`src/rtl/matrix_row_display_if.sv`:
```
// FSM-side bus of the matrix row display: row writes, global clear and
// combinational row read-back.
interface matrix_row_display_if;
  logic [2:0] wrRow;
  logic [7:0] wrData;
  logic       writeStrobe;
  logic       clear;
  logic [2:0] rdRow;
  logic [7:0] rowRead;

  modport master (
    output wrRow,
    output wrData,
    output writeStrobe,
    output clear,
    output rdRow,
    input  rowRead
  );

  modport slave (
    input  wrRow,
    input  wrData,
    input  writeStrobe,
    input  clear,
    input  rdRow,
    output rowRead
  );
endinterface

```
`src/rtl/matrix_row_display.sv`:
```
// 8x8 playfield store with a blank/show row scanner driving an LED matrix.
// The pattern of a row is latched once when the row is lit, so writes land on the next visit.
module matrix_row_display #(
  parameter int DWELL = 1000,
  parameter int BLANK = 16
) (
  input  logic                       updateClk,
  input  logic                       reset,
  matrix_row_display_if.slave        bus,
  output logic [7:0]                 rowSel,
  output logic [7:0]                 colData,
  output logic                       frameTick
);

  localparam int MAXV = (DWELL > BLANK) ? DWELL : BLANK;
  localparam int CW   = $clog2(MAXV);
  localparam logic [CW-1:0] DWELL_TC  = CW'(DWELL - 1);
  localparam logic [CW-1:0] DWELL_PRE = CW'(DWELL - 2);
  localparam logic [CW-1:0] BLANK_TC  = CW'(BLANK - 1);

  typedef enum logic [0:0] {
    ST_BLANK = 1'b0,
    ST_SHOW  = 1'b1
  } state_e;

  logic [7:0]    mem_q [8];
  logic [7:0]    mem_d [8];
  state_e        state_q, state_d;
  logic [CW-1:0] cnt_q, cnt_d;
  logic [2:0]    scan_row_q, scan_row_d;
  logic [7:0]    row_sel_q, row_sel_d;
  logic [7:0]    col_data_q, col_data_d;
  logic          frame_tick_q, frame_tick_d;

  assign bus.rowRead = mem_q[bus.rdRow];
  assign rowSel      = row_sel_q;
  assign colData     = col_data_q;
  assign frameTick   = frame_tick_q;

  // Row storage update; clear wins over a simultaneous write.
  always_comb begin
    mem_d = mem_q;
    if (bus.clear) begin
      for (int i = 0; i < 8; i++) begin
        mem_d[i] = 8'h00;
      end
    end else if (bus.writeStrobe) begin
      mem_d[bus.wrRow] = bus.wrData;
    end else begin
      mem_d = mem_q;
    end
  end

  // Scanner next state; outputs are computed for the state being entered.
  always_comb begin
    state_d      = state_q;
    cnt_d        = cnt_q + CW'(1);
    scan_row_d   = scan_row_q;
    row_sel_d    = row_sel_q;
    col_data_d   = col_data_q;
    frame_tick_d = 1'b0;
    case (state_q)
      ST_BLANK: begin
        if (cnt_q == BLANK_TC) begin
          state_d    = ST_SHOW;
          cnt_d      = {CW{1'b0}};
          row_sel_d  = ~(8'h01 << scan_row_q);
          col_data_d = mem_q[scan_row_q];
        end else begin
          state_d = ST_BLANK;
        end
      end
      ST_SHOW: begin
        // Registered tick lands on the final cycle of row 7's dwell.
        frame_tick_d = (scan_row_q == 3'd7) && (cnt_q == DWELL_PRE);
        if (cnt_q == DWELL_TC) begin
          state_d    = ST_BLANK;
          cnt_d      = {CW{1'b0}};
          scan_row_d = scan_row_q + 3'd1;
          row_sel_d  = 8'hFF;
          col_data_d = 8'h00;
        end else begin
          state_d = ST_SHOW;
        end
      end
      default: begin
        state_d    = ST_BLANK;
        cnt_d      = {CW{1'b0}};
        row_sel_d  = 8'hFF;
        col_data_d = 8'h00;
      end
    endcase
  end

  // State, storage and output registers with synchronous reset.
  always_ff @(posedge updateClk) begin
    if (reset) begin
      for (int i = 0; i < 8; i++) begin
        mem_q[i] <= 8'h00;
      end
      state_q      <= ST_BLANK;
      cnt_q        <= {CW{1'b0}};
      scan_row_q   <= 3'd0;
      row_sel_q    <= 8'hFF;
      col_data_q   <= 8'h00;
      frame_tick_q <= 1'b0;
    end else begin
      for (int i = 0; i < 8; i++) begin
        mem_q[i] <= mem_d[i];
      end
      state_q      <= state_d;
      cnt_q        <= cnt_d;
      scan_row_q   <= scan_row_d;
      row_sel_q    <= row_sel_d;
      col_data_q   <= col_data_d;
      frame_tick_q <= frame_tick_d;
    end
  end

endmodule

```
`src/flat_wrapper.sv`:
```
// flat-port wrapper written by rule: the top's interface ports become plain ports
module matrix_row_display_flat 
#(
  parameter int DWELL = 1000,
  parameter int BLANK = 16
)
  (updateClk, reset, rowSel, colData, frameTick, bus_wrRow, bus_wrData, bus_writeStrobe, bus_clear, bus_rdRow, bus_rowRead);
  matrix_row_display_if bus_i ();
  input  logic updateClk;
  input  logic reset;
  output logic [7:0] rowSel;
  output logic [7:0] colData;
  output logic frameTick;
  input wire logic [$bits(bus_i.wrRow)-1:0] bus_wrRow;
  input wire logic [$bits(bus_i.wrData)-1:0] bus_wrData;
  input wire logic [$bits(bus_i.writeStrobe)-1:0] bus_writeStrobe;
  input wire logic [$bits(bus_i.clear)-1:0] bus_clear;
  input wire logic [$bits(bus_i.rdRow)-1:0] bus_rdRow;
  output wire logic [$bits(bus_i.rowRead)-1:0] bus_rowRead;
  assign bus_i.wrRow = bus_wrRow;
  assign bus_i.wrData = bus_wrData;
  assign bus_i.writeStrobe = bus_writeStrobe;
  assign bus_i.clear = bus_clear;
  assign bus_i.rdRow = bus_rdRow;
  assign bus_rowRead = bus_i.rowRead;
  matrix_row_display #(.DWELL(DWELL), .BLANK(BLANK)) u_core (.updateClk(updateClk), .reset(reset), .bus(bus_i), .rowSel(rowSel), .colData(colData), .frameTick(frameTick));
endmodule
```
`config.mk`:
```
export PLATFORM = sky130hd
export DESIGN_NAME = matrix_row_display_flat
export DESIGN_NICKNAME = d
export VERILOG_FILES = /design/src/rtl/matrix_row_display_if.sv /design/src/rtl/matrix_row_display.sv /design/src/flat_wrapper.sv
export SDC_FILE = /design/constraint.sdc
export NUM_CORES = 1
export LEC_CHECK = 0
export CORE_MARGIN = 2
export CORE_UTILIZATION = 40
export DETAILED_ROUTE_END_ITERATION = 8
export PLACE_DENSITY_LB_ADDON = 0.08
export REMOVE_ABC_BUFFERS = 1
export SYNTH_ARGS = -nofsm -noshare
export SYNTH_HDL_FRONTEND = slang
export SYNTH_SLANG_ARGS = --single-unit
```
`constraint.sdc`:
```
create_clock -name updateClk -period 2.1 [get_ports updateClk]
set_input_delay 0.42 -clock updateClk [delete_from_list [all_inputs] [get_ports updateClk]]
set_output_delay 0.42 -clock updateClk [all_outputs]
set_load 0.01 [all_outputs]
```
==> results of run 1 <==
==> area by class of cell <==
class                           instances  area [um^2]
Inverter                               16         60.1
Fill cell                            1102         5610
Tap cell                              143          179
Clock inverter                          3         17.5
Clock buffer                           12          267
Multi-Input combinational cell        359         2510
Sequential cell                        95         1900
Timing Repair Buffer                   86          866
==> worst max path at each step <==
stage | from | end | slack [ns] | depth (start not counted)
2_1_floorplan | u_core.scan_row_q[0] | u_core.colData[3] | 0.32 | 3
3_3_place_gp | bus_rdRow[0] | bus_rowRead[0] | -0.75 | 5
3_5_place_dp | bus_rdRow[1] | bus_rowRead[0] | -0.77 | 5
4_1_cts | bus_rdRow[1] | bus_rowRead[1] | 0.004 | 5
5_1_grt | bus_rdRow[1] | bus_rowRead[4] | -0.003 | 5
6_report | bus_rdRow[1] | bus_rowRead[1] | 0.01 | 5
==> flip-flops by register name (all words and copies together) (netlist names) <==
register	flops
u_core.mem_q	64
u_core.frameTick	1
u_core.scan_row_q	3
u_core.colData	8
u_core.rowSel	8
u_core.cnt_q	10
u_core.state_q	1
==> worst reg2reg max path, cell delays in order, from the launching register on <==
cell     delay (ns)
dfxtp_1        0.38
nor4_2         0.39
nand3_2        0.23
nand2_1        0.43
mux2i_1        0.25
==> metal layers <==
metal | vias up | part of all wire | GRT usage
li1 | 1893 | - | -
met1 | 1877 | 0.42 | 0.282
met2 | 128 | 0.49 | 0.372
met3 | 22 | 0.070 | 0.0365
met4 | 0 | 0.020 | 0.0780
met5 | - | 0 | 0
==> per-stage QoR <==
stage | setup TNS [ns] | utilization | std cells | total power, mW | setup slack [ns]
2_1_floorplan | 0 | - | 470 | 1.95 | 0.324
3_3_place_gp | -5.91 | 0.477 | 693 | 2.11 | -0.754
3_5_place_dp | -6.03 | 0.477 | 693 | 2.12 | -0.772
4_1_cts | 0 | 0.510 | 715 | 3.72 | 0.00435
5_1_grt | -0.00504 | 0.508 | 714 | 3.81 | -0.00326
6_report | 0 | 0.508 | 714 | 3.69 | 0.0123
==> cells in the mapped netlist (3+ instances only) <==
| master | number | area, um^2 |
|---|---|---|
| xnor2_1 | 6 | 52.6 |
| nand2b_1 | 3 | 18.8 |
| clkbuf_1 | 9 | 33.8 |
| nor2_1 | 25 | 93.8 |
| nand4_1 | 4 | 25.0 |
| buf_1 | 12 | 45.0 |
| a21oi_1 | 66 | 330 |
| mux4_2 | 12 | 270 |
| inv_1 | 16 | 60.1 |
| dfxtp_1 | 95 | 1900 |
| nor2b_1 | 3 | 18.8 |
| o21ai_0 | 5 | 25.0 |
| buf_2 | 7 | 35.0 |
| mux2_2 | 8 | 90.1 |
| nor4_1 | 7 | 43.8 |
| nand3_1 | 9 | 45.0 |
| nor3_1 | 8 | 40.0 |
| ha_1 | 8 | 100 |
| mux2i_1 | 11 | 110 |
| and3_1 | 3 | 18.8 |
| mux4_1 | 20 | 526 |
| xor2_1 | 3 | 26.3 |
| o32ai_1 | 8 | 70.1 |
| nand2_1 | 140 | 526 |
==> kinds of logic (layout without fill, tap and decap cells) <==
group	after synthesis	in the layout	share of synthesized area
adders and majority gates	8	8	0.0215
muxes	51	51	0.214
buffers and inverters	50	117	0.0515
xor gates and xnor gates	9	9	0.0169
and+or+nand+nor	211	211	0.196
AOI/OAI and AO/OA	80	80	0.0928
DFF	95	95	0.408
==> power groups by stage <==
stage / Sequential [mW] / Combinational [mW] / Clock [mW]
final: 1.83 / 0.274 / 1.58
after global routing: 1.83 / 0.294 / 1.69
after global placement: 1.87 / 0.242 / 0
after CTS: 1.83 / 0.278 / 1.62
after floorplan: 1.86 / 0.0891 / 0
after detailed placement: 1.87 / 0.246 / 0
==> repair_timing <==
item | 4_1_cts | 5_1_grt
resized for setup | 65 | 1
cloned | 2 | 0
setup endpoints to repair | 8 | 2
setup buffers | 5 | 0
==> out/qor.txt, run 1 <==
Logic pwr share: 0.074
Hold Path Depth: 2
ratio of cells with drive above 1 in the final layout: 0.175
commonest non-fill, non-tap cell in the layout: nand2_1
hold worst-path end: u_core.mem_q[7]
via count: 3920
maximum vdd drop: 0.352 mV
Netlist cell types: 36
Die X: 112 um
Root Driver: clkbuf_16
R2R depth: 4
hold slack final: 0.467 ns
remaining antenna violation count: 0
Hold Startpoint: u_core.mem_q[7]
CORE AREA: 11400 um^2
Max-Cap Viols: 0
Post-DP Area: 5440 um^2
total CTS buffers: 9
yosys warns: 0
DR vias/cell: 5.49
async set or reset register ratio after synthesis: 0
clk sinks: 95
CP Launch Type: input pin
relative max-transition margin: 0.571
Worst-Margin Slew: 0.642 ns
number of remaining DRC errors: 0
global-route wire length before repair: 20.8 mm
CTS tree: done
total leakage power: 2.12 nW
Critical R2R Launch: u_core.cnt_q[4]
Worst Path Required: 1.68 ns
crit path DAT: 1.67 ns
Synth Instances: 504
area grow syn2layout: 24.5%
reg-to-reg critical path endpoint: u_core.rowSel[0]
Flop pwr share: 0.496
GRT overflow: 0
reg-to-reg slack, setup: 0.35 ns
crit end category: primary output
Finished Cell Area: 5800 um^2
vias in the first global route: 3805
Int Pwr: 2.83 mW
slowest CP cell: mux4_1
Tmin final: 2.09 ns
Detailed Place HPWL: 9.07 mm
Synth Register Bits: 95
Starting Density: 0.408
clock power share: 0.430
Synth Flop Type: dfxtp_1
Final nets: 593
Worst Clk Skew: 0.00629 ns
# rows: 39
Sw Pwr: 0.856 mW
Crit path max-delay family: multiplexers
commonest non-fill, non-tap cells in the layout: nand2_1, dfxtp_1, a21oi_1, buf_4, clkdlybuf4s50_1
endpoints failing setup: 0
worst skew pair latency: 0.35 ns
status: completed
initial antenna violation count: 0
initial DRC count: 230
Clock transition at path regs: 0.06 ns
Post-synth EDFFs: 0
die area: 12500 um^2
unrepaired setup endpoints after global routing: true
clk buf depth: 2
first drt pass iteration count: 4
Net Sw Frac: 0.232
# IOs: 43
Worst path max stage delay: 0.54 ns
highest clock rate: 479 MHz
routed wire length: 13.5 mm
worst hold-check path type: reg -> reg
CP bufs+invs: 3
Max Slew Vio Count: 0
H-tree levels: 3
die height: 112 um
WS Path Type: in -> out
Final GP Congestion: 0.836
mapped cell area: 4660 um^2
syn_area_per_cell: 9.25 um^2
largest net degree at the start of global routing: 65
hold_buf cts: 0
crit path cell chain: buf_4 -> buf_12 -> mux4_1 -> mux2_2 -> buf_2
DR WL/cell: 18.8 um
post-route clock period utilization: 0.994
P per Cell Area: 635 nW/um^2
crit-path max FO: 6
endpoints failing hold: 0
Port Buf Inserts: 42
GRT Util Overall: 0.219
Seq/Total Area, Yosys: 0.408
n_diodes: 0
No activity file was read; power rests on OpenSTA's default activity.
==> run 2, diff against run 1 <==
--- a/config.mk
+++ b/config.mk
@@ -7,6 +7,7 @@
 export LEC_CHECK = 0
 export CORE_MARGIN = 2
 export CORE_UTILIZATION = 40
+export CTS_CLUSTER_DIAMETER = 120
 export DETAILED_ROUTE_END_ITERATION = 8
 export PLACE_DENSITY_LB_ADDON = 0.08
 export REMOVE_ABC_BUFFERS = 1
==> results of run 2 <==
Final layout, timing and power as in run 1 (identical DEF).
==> run 3, diff against run 2 <==
--- a/config.mk
+++ b/config.mk
@@ -5,7 +5,7 @@
 export SDC_FILE = /design/constraint.sdc
 export NUM_CORES = 1
 export LEC_CHECK = 0
-export CORE_MARGIN = 2
+export ABC_CLOCK_PERIOD_IN_PS = 2100
 export CORE_UTILIZATION = 40
 export CTS_CLUSTER_DIAMETER = 120
 export DETAILED_ROUTE_END_ITERATION = 8
==> out/qor.txt, run 3 (same netlist as run 1, synthesis figures left out) <==
status: completed (unchanged)
Post-DP Area: 5420 um^2 (was 5440 um^2)
Worst path max stage delay: 0.30 ns (was 0.54 ns)
setup_tns: 0 ns (unchanged)
Die X: 110 um (was 112 um)
remaining antenna violation count: 0 (unchanged)
Detailed Place HPWL: 8.80 mm (was 9.07 mm)
Port Buf Inserts: 42 (unchanged)
commonest non-fill, non-tap cell in the layout: nand2_1 (unchanged)
Hold Path Depth: 1 (was 2)
final worst slack: 0.0259 ns (was 0.0123 ns)
Finished Cell Area: 5800 um^2 (unchanged)
GRT overflow: 0 (unchanged)
endpoints failing hold: 0 (unchanged)
slowest CP cell: mux2_4 (was mux4_1)
maximum vdd drop: 0.324 mV (was 0.352 mV)
crit path cell chain: buf_2 -> bufbuf_16 -> buf_4 -> mux4_2 -> mux2_4 -> buf_6 (was buf_4 -> buf_12 -> mux4_1 -> mux2_2 -> buf_2)
WS Path Type: in -> out (unchanged)
Final nets: 592 (was 593)
DR WL/cell: 18.3 um (was 18.8 um)
Hold Startpoint: u_core.cnt_q[0] (was u_core.mem_q[7])
GRT Util Overall: 0.232 (was 0.219)
first drt pass iteration count: 5 (was 4)
CP Launch Type: input pin (unchanged)
Most flops, register: u_core.mem_q (unchanged)
clk sinks: 95 (unchanged)
Worst Clk Skew: 0.00452 ns (was 0.00629 ns)
CORE AREA: 11400 um^2 (about the same)
CTS tree: done (unchanged)
Critical path origin: bus_rdRow[1] (unchanged)
global-route wire length before repair: 20.3 mm (was 20.8 mm)
Max-Cap Viols: 0 (unchanged)
R2R depth: 4 (unchanged)
initial DRC count: 246 (was 230)
vias in the first global route: 3644 (was 3805)
largest net degree at the start of global routing: 65 (unchanged)
relative max-transition margin: 0.531 (was 0.571)
via count: 3865 (was 3920)
routed wire length: 13.1 mm (was 13.5 mm)
final core occ: 0.511 (was 0.508)
endpoints failing setup: 0 (unchanged)
Max Slew Vio Count: 0 (unchanged)
Starting Density: 0.410 (was 0.408)
total leakage power: 2.08 nW (was 2.12 nW)
n_diodes: 0 (unchanged)
worst hold-check path type: reg -> reg (unchanged)
die area: 12100 um^2 (was 12500 um^2)
clk buf depth: 2 (unchanged)
worst skew pair latency: 0.34 ns (was 0.35 ns)
hold worst-path end: u_core.cnt_q[0] (was u_core.mem_q[7])
Worst-Margin Slew: 0.702 ns (was 0.642 ns)
DR vias/cell: 5.41 (was 5.49)
highest clock rate: 482 MHz (was 479 MHz)
H-tree levels: 3 (unchanged)
crit path DAT: 1.65 ns (was 1.67 ns)
Worst Path Required: 1.68 ns (about the same)
post-route clock period utilization: 0.988 (was 0.994)
Setup WS pre-CTS: -0.738 ns (was -0.772 ns)
commonest non-fill, non-tap cells in the layout: nand2_1, dfxtp_1, a21oi_1, buf_4, clkdlybuf4s50_1 (unchanged)
number of remaining DRC errors: 0 (unchanged)
area grow syn2layout: 24.5% (unchanged)
Root Driver: clkbuf_16 (unchanged)
reg-to-reg critical path endpoint: u_core.rowSel[2] (was u_core.rowSel[0])
Critical R2R Launch: u_core.state_q (was u_core.cnt_q[4])
crit end category: primary output (unchanged)
Top Registers: u_core.mem_q x64, u_core.cnt_q x10 (unchanged)
total CTS buffers: 9 (unchanged)
Clock transition at path regs: 0.06 ns (about the same)
initial antenna violation count: 0 (unchanged)
Final GP Congestion: 0.831 (was 0.836)
ratio of cells with drive above 1 in the final layout: 0.179 (was 0.175)
# IOs: 43 (unchanged)
die height: 110 um (was 112 um)
Tmin final: 2.07 ns (was 2.09 ns)
max reg flops: 64 (unchanged)
P per Cell Area: 631 nW/um^2 (was 635 nW/um^2)
overall power: 3.66 mW (was 3.69 mW)
reg-to-reg slack, setup: 0.26 ns (was 0.35 ns)
crit-path max FO: 5 (was 6)
unrepaired setup endpoints after global routing: false (was true)
# rows: 39 (unchanged)
==> run 3: changes by cell type in the layout (fill, tap and decap cells not counted), sizes merged <==
| cell | previous run | this run |
|---|---|---|
| buf | 54 | 52 |
| bufbuf | 0 | 1 |
| clkinv | 2 | 0 |
| clkinvlp | 1 | 4 |
==> run 3: power breakdown <==
group	total [mW]	internal [mW]	switching (mW)	leakage, nW
sequential	1.83	1.82	0.0130	0.767
clock	1.56	0.868	0.693	0.127
combinational	0.274	0.129	0.144	1.19
==> run 3: what timing repair did <==
item	in CTS	in global routing
hold buffers	0	0
gates cloned	1	0
setup endpoints to repair	8	5
buffers inserted	7	0
gates resized for setup	67	1
==> run 3: final cells by class <==
class	instances	area, um^2
Clock buffer	12	256
Inverter	16	60.1
Timing Repair Buffer	85	867
Clock inverter	4	30.0
Multi-Input combinational cell	359	2510
Fill cell	1119	5570
Sequential cell	95	1900
Tap cell	143	179
==> run 3: how the worst max path moves through the flow <==
stage                   endpoint  cells past startpoint  slack, ns
2_1_floorplan  u_core.colData[3]                      3       0.32
3_3_place_gp      bus_rowRead[4]                      5      -0.73
3_5_place_dp      bus_rowRead[4]                      5      -0.74
4_1_cts           bus_rowRead[3]                      6       0.02
5_1_grt           bus_rowRead[3]                      6     0.0006
6_report          bus_rowRead[4]                      6       0.03
==> run 3: metrics by stage <==
step                hold slack, ns  std cells
floorplan                    0.430        470
global placement             0.445        690
detailed placement           0.452        690
CTS                          0.468        714
global route                 0.492        714
finish                       0.461        714
==> run 3: critical path: cells and delay by family <==
kind                   cells  cell delay (ns)
buffers and inverters      4             0.66
muxes                      2             0.57
==> run 3: routing by layer <==
metal	wire length [um]	track usage	vias to the layer above	share of wire
met4	212	0.0800	0	0.016
met1	5740	0.304	1854	0.44
met3	729	0.0429	16	0.056
li1	-	-	1886	-
met2	6380	0.385	109	0.49
met5	0	0	-	0
